File: src/rtl/uart_pkg.sv
// Shared UART definitions: receiver FSM states, register command/status codes and RX_ERR bit positions.
// UART_RX_PARITY_EN adds the PARITY state to the receiver FSM.
package uart_pkg;

   typedef enum logic [2:0] {
      ST_IDLE,
      ST_START,
      ST_DATA,
`ifdef UART_RX_PARITY_EN
      ST_PARITY,
`endif
      ST_STOP,
      ST_BREAK
   } rx_state_e;

   localparam logic [7:0] UART_STAT_READY = 8'hFF;
   localparam logic [7:0] UART_STAT_EMPTY = 8'h00;
   localparam logic [7:0] UART_CMD_POP    = 8'hFF;
   localparam logic [7:0] UART_CMD_CLR    = 8'h80;

   localparam int ERR_FRAME   = 0;
   localparam int ERR_OVERRUN = 1;
   localparam int ERR_PARITY  = 2;

   // Even parity: the parity bit that makes the total count of ones even.
   function automatic logic even_parity(input logic [7:0] data);
      return ^data;
   endfunction

endpackage

File: src/rtl/sync_fifo.sv
// First-word-fall-through synchronous FIFO; the head word lives in a register so it resets cleanly
// and the storage array keeps a registered read.
module sync_fifo #(
   parameter int W  = 8,
   parameter int AW = 8
) (
   input  logic          clk_i,
   input  logic          rst_ni,
   input  logic          push_i,
   input  logic [W-1:0]  wdata_i,
   input  logic          pop_i,
   output logic [W-1:0]  rdata_o,
   output logic          full_o,
   output logic          empty_o,
   output logic [AW:0]   count_o
);

   localparam int DEPTH = 1 << AW;

   logic [W-1:0]  mem_q [DEPTH];
   logic [AW-1:0] wr_ptr_q, wr_ptr_d;
   logic [AW-1:0] rd_ptr_q, rd_ptr_d;
   logic [AW:0]   count_q, count_d;
   logic [W-1:0]  head_q, head_d;
   logic          do_push, do_pop;

   assign empty_o = (count_q == '0);
   assign full_o  = (count_q == (AW+1)'(DEPTH));
   assign do_pop  = pop_i && !empty_o;
   // A pop in the same cycle frees the slot a push into a full FIFO needs.
   assign do_push = push_i && (!full_o || do_pop);

   always_comb begin
      wr_ptr_d = wr_ptr_q;
      rd_ptr_d = rd_ptr_q;
      count_d  = count_q;
      head_d   = head_q;
      if (do_push) wr_ptr_d = wr_ptr_q + AW'(1);
      if (do_pop)  rd_ptr_d = rd_ptr_q + AW'(1);
      case ({do_push, do_pop})
         2'b10:   count_d = count_q + (AW+1)'(1);
         2'b01:   count_d = count_q - (AW+1)'(1);
         default: count_d = count_q;
      endcase
      if (do_push && (empty_o || (do_pop && count_q == (AW+1)'(1)))) begin
         head_d = wdata_i;
      end else if (do_pop && count_q > (AW+1)'(1)) begin
         head_d = mem_q[rd_ptr_d];
      end
   end

   always_ff @(posedge clk_i) begin
      if (do_push) mem_q[wr_ptr_q] <= wdata_i;
   end

   always_ff @(posedge clk_i) begin
      if (!rst_ni) begin
         wr_ptr_q <= '0;
         rd_ptr_q <= '0;
         count_q  <= '0;
         head_q   <= '0;
      end else begin
         wr_ptr_q <= wr_ptr_d;
         rd_ptr_q <= rd_ptr_d;
         count_q  <= count_d;
         head_q   <= head_d;
      end
   end

   assign rdata_o = head_q;
   assign count_o = count_q;

endmodule

File: src/rtl/uart_rx_ctrl.sv
// 8N1 UART receiver with a FWFT receive FIFO behind the RX_CONTROL/RX_STATUS/RX_DATA handshake.
// Define UART_RX_PARITY_EN for an even-parity bit between the data and stop bits.
module uart_rx_ctrl
   import uart_pkg::*;
#(
   parameter int CLKS_PER_BIT = 868,
   parameter int FIFO_AW      = 8
) (
   input  logic       CLK,
   input  logic       RST_N,
   input  logic       RXD,
   input  logic [7:0] RX_CONTROL,
   output logic [7:0] RX_STATUS,
   output logic [7:0] RX_DATA,
   output logic [7:0] RX_ERR
);

   localparam int CNT_W = $clog2(CLKS_PER_BIT);
   localparam logic [CNT_W-1:0] RELOAD_FULL = CNT_W'(CLKS_PER_BIT - 1);
   localparam logic [CNT_W-1:0] RELOAD_HALF = CNT_W'(CLKS_PER_BIT / 2 - 1);

   rx_state_e        state_q, state_d;
   logic [1:0]       sync_q;
   logic             rxd_s;
   logic [CNT_W-1:0] cnt_q, cnt_d;
   logic [2:0]       bit_q, bit_d;
   logic [7:0]       shift_q, shift_d;
   logic [7:0]       ctrl_q;
   logic [2:0]       err_q, err_d;
   logic             tick;
   logic             byte_push, frame_err, overrun;
   logic             pop_cmd, clr_cmd;
   logic             fifo_full, fifo_empty;
   logic [FIFO_AW:0] fifo_count;
   logic [7:0]       fifo_rdata;
`ifdef UART_RX_PARITY_EN
   logic             parity_err;
`endif

   assign rxd_s = sync_q[1];
   assign tick  = (cnt_q == '0);

   always_ff @(posedge CLK) begin
      if (!RST_N) state_q <= ST_IDLE;
      else        state_q <= state_d;
   end

   always_comb begin
      state_d = state_q;
      case (state_q)
         ST_IDLE:  if (!rxd_s) state_d = ST_START;
         ST_START: if (tick) state_d = rxd_s ? ST_IDLE : ST_DATA;
`ifdef UART_RX_PARITY_EN
         ST_DATA:   if (tick && bit_q == 3'd7) state_d = ST_PARITY;
         ST_PARITY: if (tick) state_d = ST_STOP;
`else
         ST_DATA:   if (tick && bit_q == 3'd7) state_d = ST_STOP;
`endif
         ST_STOP:  if (tick) state_d = rxd_s ? ST_IDLE : ST_BREAK;
         ST_BREAK: if (rxd_s) state_d = ST_IDLE;
         default:  state_d = ST_IDLE;
      endcase
   end

   always_comb begin
      cnt_d     = cnt_q;
      bit_d     = bit_q;
      shift_d   = shift_q;
      byte_push = 1'b0;
      frame_err = 1'b0;
`ifdef UART_RX_PARITY_EN
      parity_err = 1'b0;
`endif
      if (state_q != ST_IDLE && state_q != ST_BREAK && !tick) cnt_d = cnt_q - CNT_W'(1);
      // The first sample lands half a bit into the start bit, every later one a full bit apart.
      if (state_d != state_q || (state_q == ST_DATA && tick)) begin
         cnt_d = (state_d == ST_START) ? RELOAD_HALF : RELOAD_FULL;
      end
      case (state_q)
         ST_START: bit_d = '0;
         ST_DATA: begin
            if (tick) begin
               shift_d = {rxd_s, shift_q[7:1]};
               bit_d   = bit_q + 3'd1;
            end
         end
`ifdef UART_RX_PARITY_EN
         ST_PARITY: if (tick && (rxd_s != even_parity(shift_q))) parity_err = 1'b1;
`endif
         ST_STOP: begin
            if (tick) begin
               byte_push = rxd_s;
               frame_err = !rxd_s;
            end
         end
         default: ;
      endcase
   end

   assign pop_cmd = (RX_CONTROL == UART_CMD_POP) && (ctrl_q != UART_CMD_POP);
   assign clr_cmd = (RX_CONTROL == UART_CMD_CLR) && (ctrl_q != UART_CMD_CLR);
   assign overrun = byte_push && fifo_full && !(pop_cmd && !fifo_empty);

   // A new error in the same cycle as a clear wins, so nothing is lost.
   always_comb begin
      err_d = err_q;
      if (clr_cmd)   err_d = '0;
      if (frame_err) err_d[ERR_FRAME] = 1'b1;
      if (overrun)   err_d[ERR_OVERRUN] = 1'b1;
`ifdef UART_RX_PARITY_EN
      if (parity_err) err_d[ERR_PARITY] = 1'b1;
`else
      err_d[ERR_PARITY] = 1'b0;
`endif
   end

   always_ff @(posedge CLK) begin
      if (!RST_N) begin
         sync_q  <= 2'b11;
         cnt_q   <= '0;
         bit_q   <= '0;
         shift_q <= '0;
         ctrl_q  <= 8'h00;
         err_q   <= '0;
      end else begin
         sync_q  <= {sync_q[0], RXD};
         cnt_q   <= cnt_d;
         bit_q   <= bit_d;
         shift_q <= shift_d;
         ctrl_q  <= RX_CONTROL;
         err_q   <= err_d;
      end
   end

   sync_fifo #(
      .W  (8),
      .AW (FIFO_AW)
   ) u_fifo (
      .clk_i   (CLK),
      .rst_ni  (RST_N),
      .push_i  (byte_push),
      .wdata_i (shift_q),
      .pop_i   (pop_cmd),
      .rdata_o (fifo_rdata),
      .full_o  (fifo_full),
      .empty_o (fifo_empty),
      .count_o (fifo_count)
   );

   assign RX_STATUS = (fifo_count != '0) ? UART_STAT_READY : UART_STAT_EMPTY;
   assign RX_DATA   = fifo_rdata;
   assign RX_ERR    = {5'b0, err_q};

endmodule
File: config.mk
export PLATFORM = sky130hd
export DESIGN_NAME = uart_rx_ctrl
export DESIGN_NICKNAME = d
export VERILOG_FILES = /design/src/rtl/uart_pkg.sv /design/src/rtl/sync_fifo.sv /design/src/rtl/uart_rx_ctrl.sv
export SDC_FILE = /design/constraint.sdc
export NUM_CORES = 2
export LEC_CHECK = 0
export BUFFER_PORTS_ARGS = -buffer_cell sky130_fd_sc_hd__buf_4
export CAP_MARGIN = 20
export CORE_MARGIN = 2
export CORE_UTILIZATION = 39
export DETAILED_ROUTE_END_ITERATION = 16
export PLACE_DENSITY = 0.52
export SLEW_MARGIN = 20
export SYNTH_ARGS = -nofsm -noshare
export SYNTH_HDL_FRONTEND = slang
export SYNTH_SLANG_ARGS = --single-unit
File: constraint.sdc
create_clock -name CLK -period 5.96 [get_ports CLK]
set_input_delay 0.298 -clock CLK [delete_from_list [all_inputs] [get_ports CLK]]
set_output_delay 0.298 -clock CLK [all_outputs]
set_load 0.02 [all_outputs]
After elaboration in Yosys (flattened, before gate mapping) --
Memories as Yosys holds them, arrays and structs flattened. Index checks and enable logic that the tools add are counted. Widths: inputs -> output; s select.
Operators by class: equal/unequal tests 17, $lt $le $gt $ge 1, mux-type cells 27, add/subtract/negate cells 6, reduce and logical (&&, ||, !) cells 34
Operators with widths (number):
- $mux 8 | 4
- $mux 10 | 3
- $mux 3 | 7
- $pmux 9 s2 | 1
- $add 8x1->8 const B | 2
- $eq 8x8->1 const B | 2
- $ne 8x8->1 const B | 2
- $pmux 3 s5 | 1
- $logic_and 1x1->1 | 13
- $reduce_bool 2->1 | 6
- $logic_not 10->1 | 1
- $sub 10x1->10 const B | 1
- $add 9x1->9 const B | 1
- $eq 9x1->1 const B | 1
- $eq 9x9->1 const B | 1
- $gt 9x1->1 const B | 1
- $logic_not 9->1 | 1
- $reduce_bool 9->1 | 1
- $sub 9x1->9 const B | 1
- $mux 1 | 8
- $eq 3x1->1 const B | 2
- $eq 3x2->1 const B | 2
- $eq 3x3->1 const B | 2
- $pmux 3 s2 | 1
- other kinds (12) | 20
Storage, ports and cells: register bits after elaboration 69, memories kept 1, memory bits (writable) 2048, word-level logic and storage cells 98
Memory list:
- u_fifo.mem_q | words 256, bits a word 8, rd ports 1, clocked after Yosys merged registers in 0, write ports 1, RTL line sync_fifo.sv:20 | logic [W-1:0] mem_q [DEPTH];

Depth between registers and ports, before layout --
word-level depth 7, depth in mapped cells 17, mapped depth without buffers 13

Modules after synthesis --
From an unflattened synthesis, not the netlist that was laid out.
Unflattened totals: cells, all modules 6567, area total of the unflattened synthesis 88816.4 um^2
By module, submodules not included:
- sync_fifo | area each 87039.7 um^2, instances 1, sequential area each 62159.6 um^2, cells an instance 6373
- uart_rx_ctrl | area each 1776.7 um^2, instances 1, sequential area each 720.7 um^2, cells an instance 194

Worst setup path after synthesis --
No wires, ideal clock.
kind register to register, start reg shift_q[3], end reg u_fifo.head_q[3], in the netlist u_fifo.rdata_o[3], path buffers 0, stages on the path, launching flop included 7, arrival time 4660 ps, setup slack 1199 ps, path through dfxtp_1 a21oi_1 o211ai_1 nor4_1 a211oi_1 a211oi_1 a221oi_1
On the way: cells in the longest elaborated chain, start to end 1
Ends and longest elaborated chain:
- start: declaration | RTL line uart_rx_ctrl.sv:27 | logic [7:0] shift_q, shift_d;
- start signal: assignment | RTL line uart_rx_ctrl.sv:129 | shift_q <= shift_d;
- $mux 8 | RTL line sync_fifo.sv:45 | if (do_push && (empty_o || (do_pop && count_q == (AW+1)'(1)))) begin
- end signal: assignment | RTL line sync_fifo.sv:61 | head_q <= '0;
- end signal: assignment | RTL line sync_fifo.sv:66 | head_q <= head_d;
- end: declaration | RTL line sync_fifo.sv:24 | logic [W-1:0] head_q, head_d;
No other way between the ends. A chain may end at the register's enable or synchronous reset.

Worst setup path in the final report --
start reg u_fifo.count_q[1], in the netlist u_fifo.count_o[1], end reg u_fifo.head_q[3], in the netlist u_fifo.rdata_o[3]
On the way: cells in the longest elaborated chain, start to end 7, elaborated cells on any way between the ends 18, those cells by class order compare (1); eq/ne (2); mux (3); reduce/logical (11); memory (1)
Ends and longest elaborated chain:
- start: declaration | RTL line sync_fifo.sv:23 | logic [AW:0] count_q, count_d;
- start signal: assignment | RTL line sync_fifo.sv:65 | count_q <= count_d;
- $logic_not 9->1 | RTL line sync_fifo.sv:27 | assign empty_o = (count_q == '0);
- $logic_not 1->1 | RTL line sync_fifo.sv:29 | assign do_pop = pop_i && !empty_o;
- $logic_and 1x1->1 | RTL line sync_fifo.sv:29
- $mux 8 (tied with other cells) | RTL line sync_fifo.sv:39 | if (do_pop) rd_ptr_d = rd_ptr_q + AW'(1);
- $mem_v2 256x8 (tied with other cells)
- $mux 8 / $logic_and 1x1->1 (equally long branches) | RTL line sync_fifo.sv:47, sync_fifo.sv:45
- $mux 8 / $reduce_bool 2->1 (equally long branches)
Several ways; a longest one is shown, not always the timed one. The select of a mux whose other input is x is not followed.

==> impl_metrics.xml <==
<?xml version="1.0" encoding="UTF-8"?>
<metrics>
  <group name="min_path">
    <metric name="holdPathStages" unit="">3</metric>
    <metric name="type_of_the_worst_min_delay_path" unit="">primary input to flop</metric>
  </group>
  <group name="critical_path">
    <metric name="worst_path_dominant_cell_family" unit="">compound AO/OA/AOI/OAI gates</metric>
    <metric name="critPathBufInv" unit="">3</metric>
    <metric name="cp_startpoint_kind" unit="">flop</metric>
    <metric name="cp_data_arrival_time" unit="ns">6.70</metric>
    <metric name="slowest_stage" unit="">nor2_1</metric>
    <metric name="timing.critical_path.required" unit="ns">6.75</metric>
    <metric name="crit_path_max_incr_delay" unit="ns">0.77</metric>
    <metric name="rr_worst_depth" unit="">14</metric>
    <metric name="critical_path_cell_count" unit="">14</metric>
    <metric name="ordered_cell_list_for_the_critical_path" unit="">inv_1 -&gt; ha_1 -&gt; or4b_1 -&gt; buf_4 -&gt; o21ai_0 -&gt; o21ai_2 -&gt; a21boi_2 -&gt; nand2_1 -&gt; nor2_1 -&gt; nor4_1 -&gt; buf_4 -&gt; a211oi_1 -&gt; a211oi_1 -&gt; a221oi_1</metric>
    <metric name="worstSetupEndpointType" unit="">flop</metric>
    <metric name="setup.worst_path.class" unit="">flop to flop</metric>
    <metric name="cp_max_fo" unit="">9</metric>
  </group>
  <group name="floorplan">
    <metric name="die_h" unit="um">502</metric>
    <metric name="fp.dieArea" unit="um^2">252000</metric>
    <metric name="die_width" unit="um">502</metric>
    <metric name="coreArea" unit="um^2">246000</metric>
    <metric name="core.rowCount" unit="">182</metric>
    <metric name="pin_count" unit="">35</metric>
    <metric name="initial_utilization" unit="">0.393</metric>
  </group>
  <group name="logic_synthesis">
    <metric name="syn-mean-instance-area" unit="um^2">14.3</metric>
    <metric name="synthArstFlopShare" unit="">0</metric>
    <metric name="post-synth-top-area-fraction" unit="">0.636</metric>
    <metric name="synth-warning-count" unit="">0</metric>
    <metric name="gate_count_after_technology_mapping" unit="">6774</metric>
    <metric name="dominantRegCellSynth" unit="">edfxtp_1</metric>
    <metric name="post_synth_edffs" unit="">2048</metric>
    <metric name="syn_area" unit="um^2">96700</metric>
    <metric name="synthTopCellsByArea" unit="">edfxtp_1, mux2i_1, mux4_2, o22ai_1, nand2_1</metric>
    <metric name="synth_seq_cells" unit="">2117</metric>
    <metric name="synth.top_cells.by_count" unit="">edfxtp_1, mux2i_1, nand2_1</metric>
    <metric name="most_repeated_cell_in_the_gate_level_netlist_after_synthesis" unit="">edfxtp_1</metric>
    <metric name="synth.largest_area_cell" unit="">edfxtp_1</metric>
    <metric name="synth.lib_cells_used.distinct" unit="">97</metric>
    <metric name="ys_seq_area_frac" unit="">0.650</metric>
  </group>
  <group name="timing">
    <metric name="timing.clock.skew" unit="ns">0.0491</metric>
    <metric name="layout_min_cycle_time" unit="ns">5.90</metric>
    <metric name="endpoints_failing_hold" unit="">0</metric>
    <metric name="final.period_utilization" unit="">0.991</metric>
    <metric name="max_slew_margin" unit="">0.189</metric>
    <metric name="post_route_setup_tns" unit="ns">0</metric>
    <metric name="maxSlewViolCount" unit="">0</metric>
    <metric name="worst_slew_pin_slew" unit="ns">1.22</metric>
    <metric name="setup_viol" unit="">0</metric>
    <metric name="rsz0062_at_grt" unit="">false</metric>
    <metric name="clock.fmax" unit="MHz">169</metric>
    <metric name="hold_ws" unit="ns">0.352</metric>
  </group>
  <group name="clock_tree">
    <metric name="cts.repair.resized" unit="">0</metric>
    <metric name="cts_tree" unit="">built</metric>
    <metric name="cts.repair_timing.setup_buffer_count" unit="">0</metric>
    <metric name="tritoncts_num_sinks" unit="">2117</metric>
    <metric name="clk_pin_slew_worst_paths" unit="ns">0.07</metric>
    <metric name="ctsHoldBuffers" unit="">19</metric>
    <metric name="h_tree_levels" unit="">4</metric>
    <metric name="cts_buffer_depth" unit="">3</metric>
    <metric name="clockRootBuffer" unit="">clkbuf_16</metric>
    <metric name="numCtsBuffers" unit="">227</metric>
    <metric name="worstSkewPairLatency" unit="ns">0.91</metric>
  </group>
  <group name="grt">
    <metric name="grt_use_total" unit="">0.292</metric>
    <metric name="vias_in_the_first_global_route" unit="">63600</metric>
    <metric name="initial_antenna_violation_count" unit="">26</metric>
    <metric name="gr-total-overflow" unit="">0</metric>
    <metric name="wire_length_of_the_first_global_routing_pass" unit="um">515000</metric>
    <metric name="grt_max_degree" unit="">160</metric>
  </group>
  <group name="layout">
    <metric name="synthToLayoutAreaGrowth" unit="%">14.2</metric>
    <metric name="fin_nets" unit="">7006</metric>
    <metric name="filler_cell_count" unit="">21900</metric>
    <metric name="summed_area_of_non_filler_cells_in_the_final_layout" unit="um^2">110000</metric>
    <metric name="drive_above_1_share" unit="">0.164</metric>
  </group>
  <group name="drt">
    <metric name="detail_route.iter0.violations" unit="">10400</metric>
    <metric name="drtPass1Iterations" unit="">6</metric>
    <metric name="wirelength" unit="um">375000</metric>
    <metric name="detail-route-antenna-nets" unit="">0</metric>
    <metric name="dr_drc_count" unit="">0</metric>
    <metric name="dr_total_vias" unit="">67500</metric>
    <metric name="via_per_inst" unit="">6.43</metric>
    <metric name="routed_wire_length_per_instance" unit="um">35.7</metric>
  </group>
  <group name="place">
    <metric name="buffer_ports.inserted" unit="">28</metric>
    <metric name="gp_congestion" unit="">0.998</metric>
    <metric name="dpl_cell_area" unit="um^2">103000</metric>
    <metric name="dp.final_hpwl" unit="um">249000</metric>
  </group>
  <group name="outcome">
    <metric name="status" unit="">finished clean</metric>
  </group>
  <group name="power_and_ir_drop">
    <metric name="total_leakage_power" unit="nW">35.2</metric>
    <metric name="power.density" unit="nW/um^2">273</metric>
    <metric name="irDropWorstVdd" unit="mV">0.321</metric>
  </group>
  <group name="run">
    <metric name="timing.max_cap.violations" unit="">0</metric>
  </group>
</metrics>
per-stage QoR:
stage / instances / utilization / setup slack, ns / power [W]
floorplan: 6779 / - / 1.20 / 0.0165
global placement: 10000 / 0.418 / 0.0753 / 0.0165
detailed placement: 10000 / 0.418 / 0.343 / 0.0165
CTS: 10500 / 0.448 / 0.304 / 0.0303
global route: 10500 / 0.448 / 0.110 / 0.0309
finish: 10500 / 0.448 / 0.0564 / 0.0302
where the power goes:
part           internal (W)  total (W)  switching (W)  leakage (nW)
Clock               0.00787     0.0140        0.00610          3.50
Sequential           0.0161     0.0161      0.0000107          19.5
Combinational     0.0000452   0.000117      0.0000722          12.1
final timing paths:
kind / startpoint / to / slack (ns)
max reg2reg: u_fifo.count_o[1] / u_fifo.rdata_o[3] / 0.06
min: RST_N / sync_q[1] / 0.35
max: u_fifo.count_o[1] / u_fifo.rdata_o[3] / 0.06
min reg2reg: sync_q[0] / sync_q[1] / 0.41
per-layer routing:
metal  global-route usage  vias to the layer above  part of all wire
li1                     -                    27600                 -
met1                0.390                    34900              0.39
met2                0.437                     4155              0.44
met3               0.0707                      901              0.11
met4                0.158                       18             0.063
met5                    0                        -           0.00035
worst reg2reg max path: stages, from the launching register on:
cell and delay (ns):
dfxtp_1 0.35, inv_1 0.15, ha_1 0.29, or4b_1 0.73, buf_4 0.28, o21ai_0 0.37, o21ai_2 0.26, a21boi_2 0.64
nand2_1 0.55, nor2_1 0.77, nor4_1 0.16, buf_4 0.17, a211oi_1 0.54, a211oi_1 0.22, a221oi_1 0.33
flip-flops by register name, summed over array words and instances (netlist names), 8 cells and up:
register         count
cnt_q               10
ctrl_q               8
shift_q              8
u_fifo.count_o       9
u_fifo.mem_q      2048
u_fifo.rd_ptr_q      8
u_fifo.rdata_o       8
u_fifo.wr_ptr_q      8
cell type report:
cell class                 instances  area, um^2  area share
clock inverter                   124        1170      0.0106
multi-input combinational       4096       31500       0.286
sequential                      2117       62900       0.570
inverter                          22        91.3    0.000827
clock buffer                     298        6080      0.0551
timing repair buffer             519        4490      0.0407
tap                             3312        4140      0.0375
antenna                           12        30.0    0.000272
placed cells by master (no fill, tap or decap), types with 18 or more instances in the layout:
cell,count
o211ai_1,21
nor3_1,172
clkinv_2,33
nand3_1,112
nand2_1,485
nor2b_1,133
nand4_1,26
a21oi_1,224
xnor2_1,19
buf_4,455
a211oi_1,237
o22ai_1,367
mux2_2,31
mux4_2,256
nor2_1,389
o21ai_0,213
buf_12,44
o32ai_1,18
or3_1,20
dlygate4sd3_1,19
clkbuf_16,232
a2111oi_0,30
clkbuf_1,63
nor4_1,37
and3_1,21
inv_1,19
mux2i_1,776
a31oi_1,40
a221oi_1,32
a22oi_1,26
clkinv_1,52
edfxtp_1,2048
dfxtp_1,58
o221ai_1,81
a311o_1,19
a311oi_1,22
kinds of logic (layout without fill, tap and decap cells):
family,Yosys count,in the layout,synth area share
AOI/OAI and AO/OA,1488,1488,0.104
xor gates and xnor gates,31,31,0.00281
adders and majority gates,12,12,0.00155
buffers and inverters,566,963,0.0269
DFF,2117,2117,0.650
muxes,1066,1066,0.144
other,1,18,0.0000388
and+or+nand+nor,1493,1493,0.0711
No activity file was read; power rests on OpenSTA's default activity.
